**src/rtl/pipeline_hazard_sequencer.sv**
```systemverilog
// Stall/flush sequencer for a 5-stage MIPS pipeline: load-use stalls, branch flushes,
// multi-cycle mul wait state and saturating stall/flush performance counters.
`default_nettype none

module pipeline_hazard_sequencer #(
    parameter int MUL_CYCLES = 3,
    parameter int CNT_W      = 16
) (
    input  logic             Clk,
    input  logic             Reset,
    input  logic [4:0]       ID_Rs,
    input  logic [4:0]       ID_Rt,
    input  logic             ID_UsesRs,
    input  logic             ID_UsesRt,
    input  logic             ID_IsMul,
    input  logic             EX_R_Enable,
    input  logic             EX_RegWrite,
    input  logic [4:0]       EX_WriteReg,
    input  logic             EX_BranchTaken,
    input  logic             CntClear,
    output logic             PCWrite,
    output logic             IF_ID_Write,
    output logic             ID_EX_Bubble,
    output logic             IF_ID_Flush,
    output logic             Busy,
    output logic             State,
    output logic [CNT_W-1:0] StallCount,
    output logic [CNT_W-1:0] FlushCount
);

    localparam int              WAIT_W    = (MUL_CYCLES > 0) ? $clog2(MUL_CYCLES + 1) : 1;
    localparam logic [WAIT_W-1:0] WAIT_INIT = WAIT_W'(MUL_CYCLES);
    localparam bit              MUL_EN    = (MUL_CYCLES > 0);

    typedef enum logic {
        RUN      = 1'b0,
        MUL_WAIT = 1'b1
    } state_t;

    state_t            state_q;
    logic [WAIT_W-1:0] wait_cnt;
    logic              load_use;
    logic              mul_issue;

    always_comb begin
        load_use = EX_R_Enable && EX_RegWrite && (EX_WriteReg != 5'd0) &&
                   ((ID_UsesRs && (ID_Rs == EX_WriteReg)) ||
                    (ID_UsesRt && (ID_Rt == EX_WriteReg)));
    end

    // A mul only issues when neither a taken branch nor a load-use stall claims the cycle.
    assign mul_issue = MUL_EN && ID_IsMul && !EX_BranchTaken && !load_use;

    always_comb begin
        PCWrite      = 1'b1;
        IF_ID_Write  = 1'b1;
        ID_EX_Bubble = 1'b0;
        IF_ID_Flush  = 1'b0;
        Busy         = 1'b0;
        if (!Reset) begin
            PCWrite      = 1'b0;
            IF_ID_Write  = 1'b0;
            ID_EX_Bubble = 1'b1;
        end else if (state_q == MUL_WAIT) begin
            PCWrite      = 1'b0;
            IF_ID_Write  = 1'b0;
            ID_EX_Bubble = 1'b1;
            Busy         = 1'b1;
        end else if (EX_BranchTaken) begin
            IF_ID_Flush  = 1'b1;
            ID_EX_Bubble = 1'b1;
        end else if (load_use) begin
            PCWrite      = 1'b0;
            IF_ID_Write  = 1'b0;
            ID_EX_Bubble = 1'b1;
        end
    end

    assign State = state_q;

    always_ff @(posedge Clk or negedge Reset) begin
        if (!Reset) begin
            state_q  <= RUN;
            wait_cnt <= '0;
        end else begin
            case (state_q)
                RUN: begin
                    if (mul_issue) begin
                        state_q  <= MUL_WAIT;
                        wait_cnt <= WAIT_INIT;
                    end
                end
                MUL_WAIT: begin
                    if (wait_cnt <= WAIT_W'(1)) begin
                        state_q  <= RUN;
                        wait_cnt <= '0;
                    end else begin
                        wait_cnt <= wait_cnt - WAIT_W'(1);
                    end
                end
                default: begin
                    state_q  <= RUN;
                    wait_cnt <= '0;
                end
            endcase
        end
    end

    // Counters saturate at all-ones; a clear wins over that cycle's increment.
    always_ff @(posedge Clk or negedge Reset) begin
        if (!Reset) begin
            StallCount <= '0;
            FlushCount <= '0;
        end else if (CntClear) begin
            StallCount <= '0;
            FlushCount <= '0;
        end else begin
            if (!PCWrite && (StallCount != {CNT_W{1'b1}}))
                StallCount <= StallCount + CNT_W'(1);
            if (IF_ID_Flush && (FlushCount != {CNT_W{1'b1}}))
                FlushCount <= FlushCount + CNT_W'(1);
        end
    end

endmodule

`default_nettype wire

```
**config.mk**
```make
export PLATFORM = sky130hd
export DESIGN_NAME = pipeline_hazard_sequencer
export DESIGN_NICKNAME = d
export VERILOG_FILES = /design/src/rtl/pipeline_hazard_sequencer.sv
export SDC_FILE = /design/constraint.sdc
export NUM_CORES = 1
export LEC_CHECK = 0
export BUFFER_PORTS_ARGS = -buffer_cell sky130_fd_sc_hd__buf_2
export CORE_ASPECT_RATIO = 1.75
export CORE_MARGIN = 5
export CORE_UTILIZATION = 41
export DETAILED_ROUTE_END_ITERATION = 16
export PLACE_DENSITY = 0.69
export SETUP_SLACK_MARGIN = 0.05
export SLEW_MARGIN = 40
export SYNTH_ARGS = -nofsm -noshare
export SYNTH_HDL_FRONTEND = slang
export SYNTH_SLANG_ARGS = --single-unit
```
**constraint.sdc**
```tcl
create_clock -name Clk -period 10.05 [get_ports Clk]
set_input_delay 3.015 -clock Clk [delete_from_list [all_inputs] [get_ports Clk]]
set_output_delay 3.015 -clock Clk [all_outputs]
set_load 0.1 [all_outputs]
```
# Word-level counts from Yosys, hierarchy flattened
# Cells that the tools add are included.
[word_totals]
n_memories = 0
ramBits = 0
reg_bits = 35
romBits = 0
input_bits = 24
latchBits = 0
output_inout_bits = 38
[classes]
n_mux = 23
shifts = 0
addsub = 3
magnitude_cmp = 1
eq_ne = 5
n_bitwise = 1
reduce_logical = 16
multipliers = 0
div = 0
[ops]
columns = ["cell", "n"]
rows = [
  ["two-way mux 16 bit", 4],
  ["adder 16 x 1 -> 16 bit, second input constant", 2],
  ["!= test 16 bit, second input constant", 2],
  ["two-way mux 1 bit", 15],
  ["== test 5 bit", 2],
  ["logical AND 1 bit", 9],
  ["nonzero test 5 bit", 1],
  ["two-way mux 2 bit", 2],
  ["one-hot mux 2 bit (2 select lines)", 1],
  ["nonzero test 2 bit", 2],
  ["zero test 1 bit", 3],
  ["less-or-equal comparator 2 x 1 -> 1 bit, second input constant", 1],
  ["!= test 2 bit, second input constant", 1],
  ["one-hot mux 1 bit (2 select lines)", 1],
  ["subtractor 2 x 1 -> 2 bit, second input constant", 1],
  ["logical OR 1 bit", 1],
  ["inverter 1 bit", 1],
]

# Longest topological paths before layout
# Gate-level depths: netlist (run 1).
[depth]
word_depth = 12
mapped_depth = 8
depth_no_buf = 7

# Worst setup path after synthesis (run 1)
# No wires, ideal clock.
[synth_path]
kind = "input to output"
startpoint = "input EX_WriteReg[0]"
endpoint = "output PCWrite"
cell_stages = 6
n_path_buf = 3
arrival_time_ps = 4716
path_slack_ps = 2319
cell_sequence = "or3_1 > o311a_2 > a31oi_4 > buf_6 > buf_6 > buf_4"
[synth_via]
elab_chain_cells = 8
word_cells_on_any_way = 12
cone_classes = "eq/ne: 2; mux: 4; reduce/logical: 6"
[synth_rtl]
columns = ["element", "line_no", "text"]
rows = [
  ["from (decl)", "18", "input logic [4:0] EX_WriteReg,"],
  ["== test 5 bit (on tied branches)", "47, 48", ""],
  ["logical AND 1 bit (on tied branches)", "47, 48", ""],
  ["logical OR 1 bit", "47", "((ID_UsesRs && (ID_Rs == EX_WriteReg)) ||"],
  ["logical AND 1 bit *", "46", "load_use = EX_R_Enable && EX_RegWrite && (EX_WriteReg != 5'd0) &&"],
  ["two-way mux 1 bit * (4 in a row)", "-", ""],
  ["to (decl)", "21", "output logic PCWrite,"],
]
# Every way passes the cells marked *; elsewhere a longest branch is shown, timed or not.

# Worst setup path after layout (run 1)
[layout_path]
startpoint = "input EX_WriteReg[0]"
endpoint = "output PCWrite"
[layout_via]
elab_chain_cells = 8
word_cells_on_any_way = 12
cone_classes = "eq/ne: 2; mux: 4; reduce/logical: 6"
[layout_rtl]
columns = ["element", "line_no", "text"]
rows = [
  ["== test 5 bit (on tied branches)", "47, 48", ""],
  ["logical AND 1 bit (on tied branches)", "47, 48", ""],
  ["logical OR 1 bit", "47", ""],
  ["logical AND 1 bit *", "46", ""],
  ["two-way mux 1 bit *", "72", "end else if (load_use) begin"],
  ["two-way mux 1 bit *", "69", "end else if (EX_BranchTaken) begin"],
  ["two-way mux 1 bit *", "64", "end else if (state_q == MUL_WAIT) begin"],
  ["two-way mux 1 bit *", "60", "if (!Reset) begin"],
]
# Marked as above.

==> results of run 1 <==
sequential cells by signal, indices dropped and copies added, names as in the netlist:
register and count:
FlushCount 16, StallCount 16, State 1, wait_cnt 2
metal layers:
layer	track usage (%)	up-vias	wire, um
li1	-	917	-
met1	15.6	901	1860
met2	31.4	42	2890
met3	4.03	13	240
met4	7.84	0	131
met5	0	-	0
path summary, 6_finish.rpt:
path,from,to,slack (ns),depth (start not counted)
max,EX_WriteReg[0],PCWrite,2.07,5
min in group asynchronous,Reset,StallCount[5],2.77,2
max in group asynchronous,Reset,FlushCount[11],6.94,2
min reg2reg,wait_cnt[1],State,0.51,2
min,wait_cnt[1],State,0.51,2
max reg2reg,StallCount[0],StallCount[1],7.58,7
kinds of logic (layout without fill, tap and decap cells):
kind of cell             Yosys count  count (layout)
AND/OR/NAND/NOR                  101             101
AO/OA/AOI/OAI                     42              42
flip-flops                        35              35
XOR/XNOR                          22              22
buffers and inverters             17              78
multiplexers                       5               5
adder cells (fa/ha/maj)            2               2
metrics by stage:
| stage | hold slack (ns) | power (uW) | setup slack [ns] | cell area (um^2) | util [%] |
|---|---|---|---|---|---|
| 6_report | 0.513 | 404 | 2.07 | 2440 | 49.9 |
| 5_1_grt | 0.571 | 425 | 1.98 | 2440 | 49.9 |
| 4_1_cts | 0.518 | 409 | 2.07 | 2440 | 49.9 |
| 3_5_place_dp | 0.509 | 309 | 2.07 | 2360 | 48.3 |
| 3_3_place_gp | 0.496 | 308 | 2.09 | 2360 | 48.3 |
| 2_1_floorplan | 0.467 | 284 | 2.32 | 2030 | - |
cell usage in the layout, fill, tap and decap left out, types with 3 or more instances in the layout:
master,count
nor2_1,21
xnor2_1,12
nor2b_1,3
xor2_1,10
dfrtp_1,35
buf_2,61
nor3_1,4
or3_2,3
o21ai_0,15
and2_1,6
or3_1,10
inv_1,8
a21oi_1,16
and3_1,4
and4_1,5
clkbuf_8,5
nand4_1,11
nand2_1,17
nand3_1,10
layout make-up:
type,instances,area (um^2),share of cell area [%]
inverters,8,30.0,1.23
multi-input cells,172,1070,44.0
well taps,54,67.6,2.77
repair buffers,62,313,12.8
flip-flops and latches,35,876,35.9
clock buffers,7,76.3,3.13
clock inverters,1,5.00,0.205
where the power goes:
group / switching [uW] / total [uW] / internal (uW)
Clock: 49.6 / 98.2 / 48.6
Combinational: 116 / 144 / 27.7
Sequential: 10.8 / 162 / 151
critical path, cell delays in order:
cell and delay (ns):
buf_2 0.12, or3_1 0.37, o311a_2 0.38, a31oi_4 0.53, buf_2 0.54
==> impl_metrics.ini, run 1 <==
[clock_network]
post_cts_resized = 0
clockRootBuffer = clkbuf_8
cts_sinks = 35
clock_latency_ns = 0.28
ctsHoldBuffers = 0
clk_pin_slew_ns = 0.07
numCtsBuffers = 5
post_cts_buffers = 0
cts_buffer_depth = 2
cts_tree = built
htreeDepth = 2

[final_layout]
drive_gt1_share_pct = 27.0
diodes = 0
layout.cells.non_filler = 339
fillers = 490
layout.nets = 310
syn_to_final_growth_pct = 20.1

[synthesis]
syn_nets = 250
synth_top_family_by_area = simple AND/OR/NAND/NOR gates
ys_types = 38
synth_compound_area_share_pct = 12.9
ys_seq_elements = 35
netlist_instances = 224
ys_seq_area_share_pct = 43.1
yosysMostFrequentCell = dfrtp_1
yosys.area_share.adder_pct = 1.23
syn_area_um2 = 2030
ys_warn_count = 0
synthMuxAreaShare_pct = 2.65
syn_area_per_cell_um2 = 9.08
async_flop_share_pct = 100
synth_common_cells = 35 x dfrtp_1, 21 x nor2_1, 17 x nand2_1, 16 x a21oi_1, 15 x o21ai_0
yosys.area.top_type_share_pct = 43.1
ys_top_cells_by_area = dfrtp_1 43%, xnor2_1 5.2%, xor2_1 4.3%
synth_top_flop_cell = dfrtp_1
synth_edf_count = 0
synth_top_area_cell = dfrtp_1
synth_xor_area_share_pct = 9.48
yosys.area_share.simple_pct = 26.6

[worst_setup_path]
worstPathMaxFanout = 27
start_kind = primary input
cp_data_required_time_ns = 7.04
critPathArrivalTime_ns = 4.96
crit_type = in -> out
crit_path_end_kind = primary output

[die]
die_height_um = 103
io_pins = 62
rows = 34
die_area_um2 = 6520
initial_core_util_pct = 41.6
die_x_um = 63.2
core_area_um2 = 4890

[power]
p_leak_uw = 0.00114
ir_worst_vdd_mv = 0.106
p_per_area_nw_per_um2 = 165

[timing]
clock_skew_ns = 0.00707
rsz0062_at_grt = no
finalSetupTns_ns = 0
maxSlewHeadroom_pct = 55.6
hold_violations = 0
fmax_mhz = 125
tightestPinTransition_ns = 0.666
setup-violations-final = 0
period_share_pct = 79.4
period_needed_ns = 7.98
finalMaxSlewViolations = 0

[route]
wl_um = 5130
drtIter0Drc = 109
wire_per_inst_um = 15.1
drtAntennaViolNets = 0
dr.pass1.iters = 4
vias_per_cell = 5.53
vias = 1873
drc = 0

[flow_run]
drv_cap = 0

[global_route]
grt_pass1_vias = 1935
grt_overflow_total = 0
grt_pass1_wl_um = 8530
grt.total_usage_pct = 16.2
grt_max_degree = 40
antenna_found_initial = 0

[outcome]
status = finished clean

[place]
port_buffers = 61
gp_congestion = 0.854
dp_cells = 331
dpl.hpwl_um = 3800

[hold_path]
hp-class = reg -> reg
No activity file was read; power rests on OpenSTA's default activity.
==> run 2, diff against run 1 <==
==> constraint.sdc (replaced) <==
create_clock -name Clk -period 7.35 [get_ports Clk]
set_input_delay 2.205 -clock Clk [delete_from_list [all_inputs] [get_ports Clk]]
set_output_delay 2.205 -clock Clk [all_outputs]
set_load 0.1 [all_outputs]
==> run 2 against run 1 <==
Compared with the run above:
- routed wire length about the same
- utilization decreased by 0.18 points
- combinational power increased by 36%
- power increased by 34%
- clock skew decreased by 0.00055 ns
- non-clock buffer count unchanged
- design area decreased by 0.36%
- sequential cell count unchanged
- critical endpoint unchanged
==> impl_metrics.ini, run 2 (synthesis gave the netlist of run 1 again) <==
[outcome]
status = finished clean

[clock_network]
clk_pin_slew_ns = 0.06
cts_sinks = 35
post_cts_buffers = 0
cts_buffer_depth = 2
post_cts_resized = 0
cts_tree = built
numCtsBuffers = 5
htreeDepth = 2
ctsHoldBuffers = 0
clock_latency_ns = 0.28
clockRootBuffer = clkbuf_8

[global_route]
grt.met1_usage_pct = 16.8
top_usage_layer = met2
grt.total_usage_pct = 16.5
grt_overflow_total = 0
grt_max_degree = 36
grt_pass1_vias = 1904
antenna_found_initial = 0
grt_use_met2_pct = 31.8
grt_pass1_wl_um = 8620
met3_usage_pct = 3.82

[worst_setup_path]
cpPeakStageDelay_ns = 0.54
r2r_cells = 7
path_buf_inv = 2
r2r-end = StallCount[1]
cpMostUsedCell = buf_2
r2r_slack_ns = 4.95
start_kind = primary input
worstPathMaxFanout = 27
cp-startpoint = EX_WriteReg[0]
critical_path.cell_chain = buf_2, or3_1, o311a_2, a31oi_4, buf_2
worst-path-stages = 5
cp_data_required_time_ns = 5.14
crit_family = compound AO/OA/AOI/OAI gates
timing.rr.start = StallCount[0]
crit_path_end_kind = primary output
crit_type = in -> out
critPathArrivalTime_ns = 4.16
slowest_stage = a31oi_4
endpoint = PCWrite

[die]
io_pins = 62
die_x_um = 63.2
initial_core_util_pct = 41.6
die_area_um2 = 6520
rows = 34
die_height_um = 103
core_area_um2 = 4890

[hold_path]
hp-class = reg -> reg

[power]
p_switching_uw = 235
p_leak_uw = 0.00113
pwr-share-seq_pct = 40.8
switching_share_pct = 43.3
p_per_area_nw_per_um2 = 223
intPower_uw = 308
power.clock.fraction_pct = 23.0
pwr-share-comb_pct = 36.2
ir_worst_vdd_mv = 0.127

[final_layout]
final_common_cell = buf_2
final_cell_mix = 61 x buf_2, 35 x dfrtp_1, 21 x nor2_1
top_regs = FlushCount (16), StallCount (16), wait_cnt (2)
drive_gt1_share_pct = 26.9
diodes = 0
syn_to_final_growth_pct = 19.7
fillers = 499
layout.nets = 310

[place]
dpl.hpwl_um = 3880
pre_cts_slack_ns = 0.992
port_buffers = 61
gp_congestion = 0.825

[timing]
fin_hold_ws_ns = 0.504
maxSlewHeadroom_pct = 54.8
finalSetupTns_ns = 0
clock_skew_ns = 0.00652
tightestPinTransition_ns = 0.678
setup-violations-final = 0
period_share_pct = 86.5
hold_violations = 0
period_needed_ns = 6.36
setup_ws_ns = 0.990
fmax_mhz = 157
rsz0062_at_grt = no
finalMaxSlewViolations = 0

[route]
vias = 1876
dr.pass1.iters = 4
drtIter0Drc = 64
drc = 0
wl_um = 5120
wire_per_inst_um = 15.2
vias_per_cell = 5.57
drtAntennaViolNets = 0

[flow_run]
drv_cap = 0
-- run 2: changes by cell type in the layout (fill, tap and decap cells not counted) --
cell | before | now
clkbuf_1 | 2 | 1
clkinv_2 | 1 | 0
-- run 2: power groups by stage --
stage               Clock [uW]  Combinational [uW]  Sequential [uW]
finish                     125                 196              221
global route               142                 210              224
CTS                        132                 199              221
detailed placement           0                 198              225
global placement             0                 196              224
floorplan                    0                 106              282
-- run 2: stage by stage --
stage               total power, uW  cells  area (um^2)  util (%)
finish                          543    337         2430      49.7
global route                    576    337         2430      49.7
CTS                             552    337         2430      49.7
detailed placement              423    331         2360      48.3
global placement                420    331         2360      48.3
floorplan                       388    224         2030         -
-- run 2: worst min-delay path by stage --
stage | slack (ns) | end | cells after the start | startpoint
2_1_floorplan | 0.47 | wait_cnt[1] | 2 | wait_cnt[0]
3_3_place_gp | 0.49 | State | 2 | wait_cnt[1]
3_5_place_dp | 0.50 | wait_cnt[1] | 2 | wait_cnt[0]
4_1_cts | 0.51 | wait_cnt[1] | 2 | wait_cnt[0]
5_1_grt | 0.56 | State | 2 | wait_cnt[1]
6_report | 0.50 | wait_cnt[1] | 2 | wait_cnt[0]
-- run 2: per-layer routing --
layer	wire, um	vias up
met5	0	-
li1	-	916
met4	132	0
met3	177	13
met1	1910	909
met2	2910	38
-- run 2: area by class of cell --
| cell class | instances | area [um^2] | area share, % |
|---|---|---|---|
| flip-flops and latches | 35 | 876 | 36.0 |
| multi-input cells | 172 | 1070 | 44.2 |
| clock buffers | 6 | 72.6 | 2.98 |
| repair buffers | 62 | 313 | 12.9 |
| inverters | 8 | 30.0 | 1.23 |
| well taps | 54 | 67.6 | 2.78 |
-- run 2: tightest hold or removal path, cell delays in order, from the launching register on --
cell and delay, ns:
dfrtp_1 0.34, o21ai_0 0.06, o21ai_0 0.06
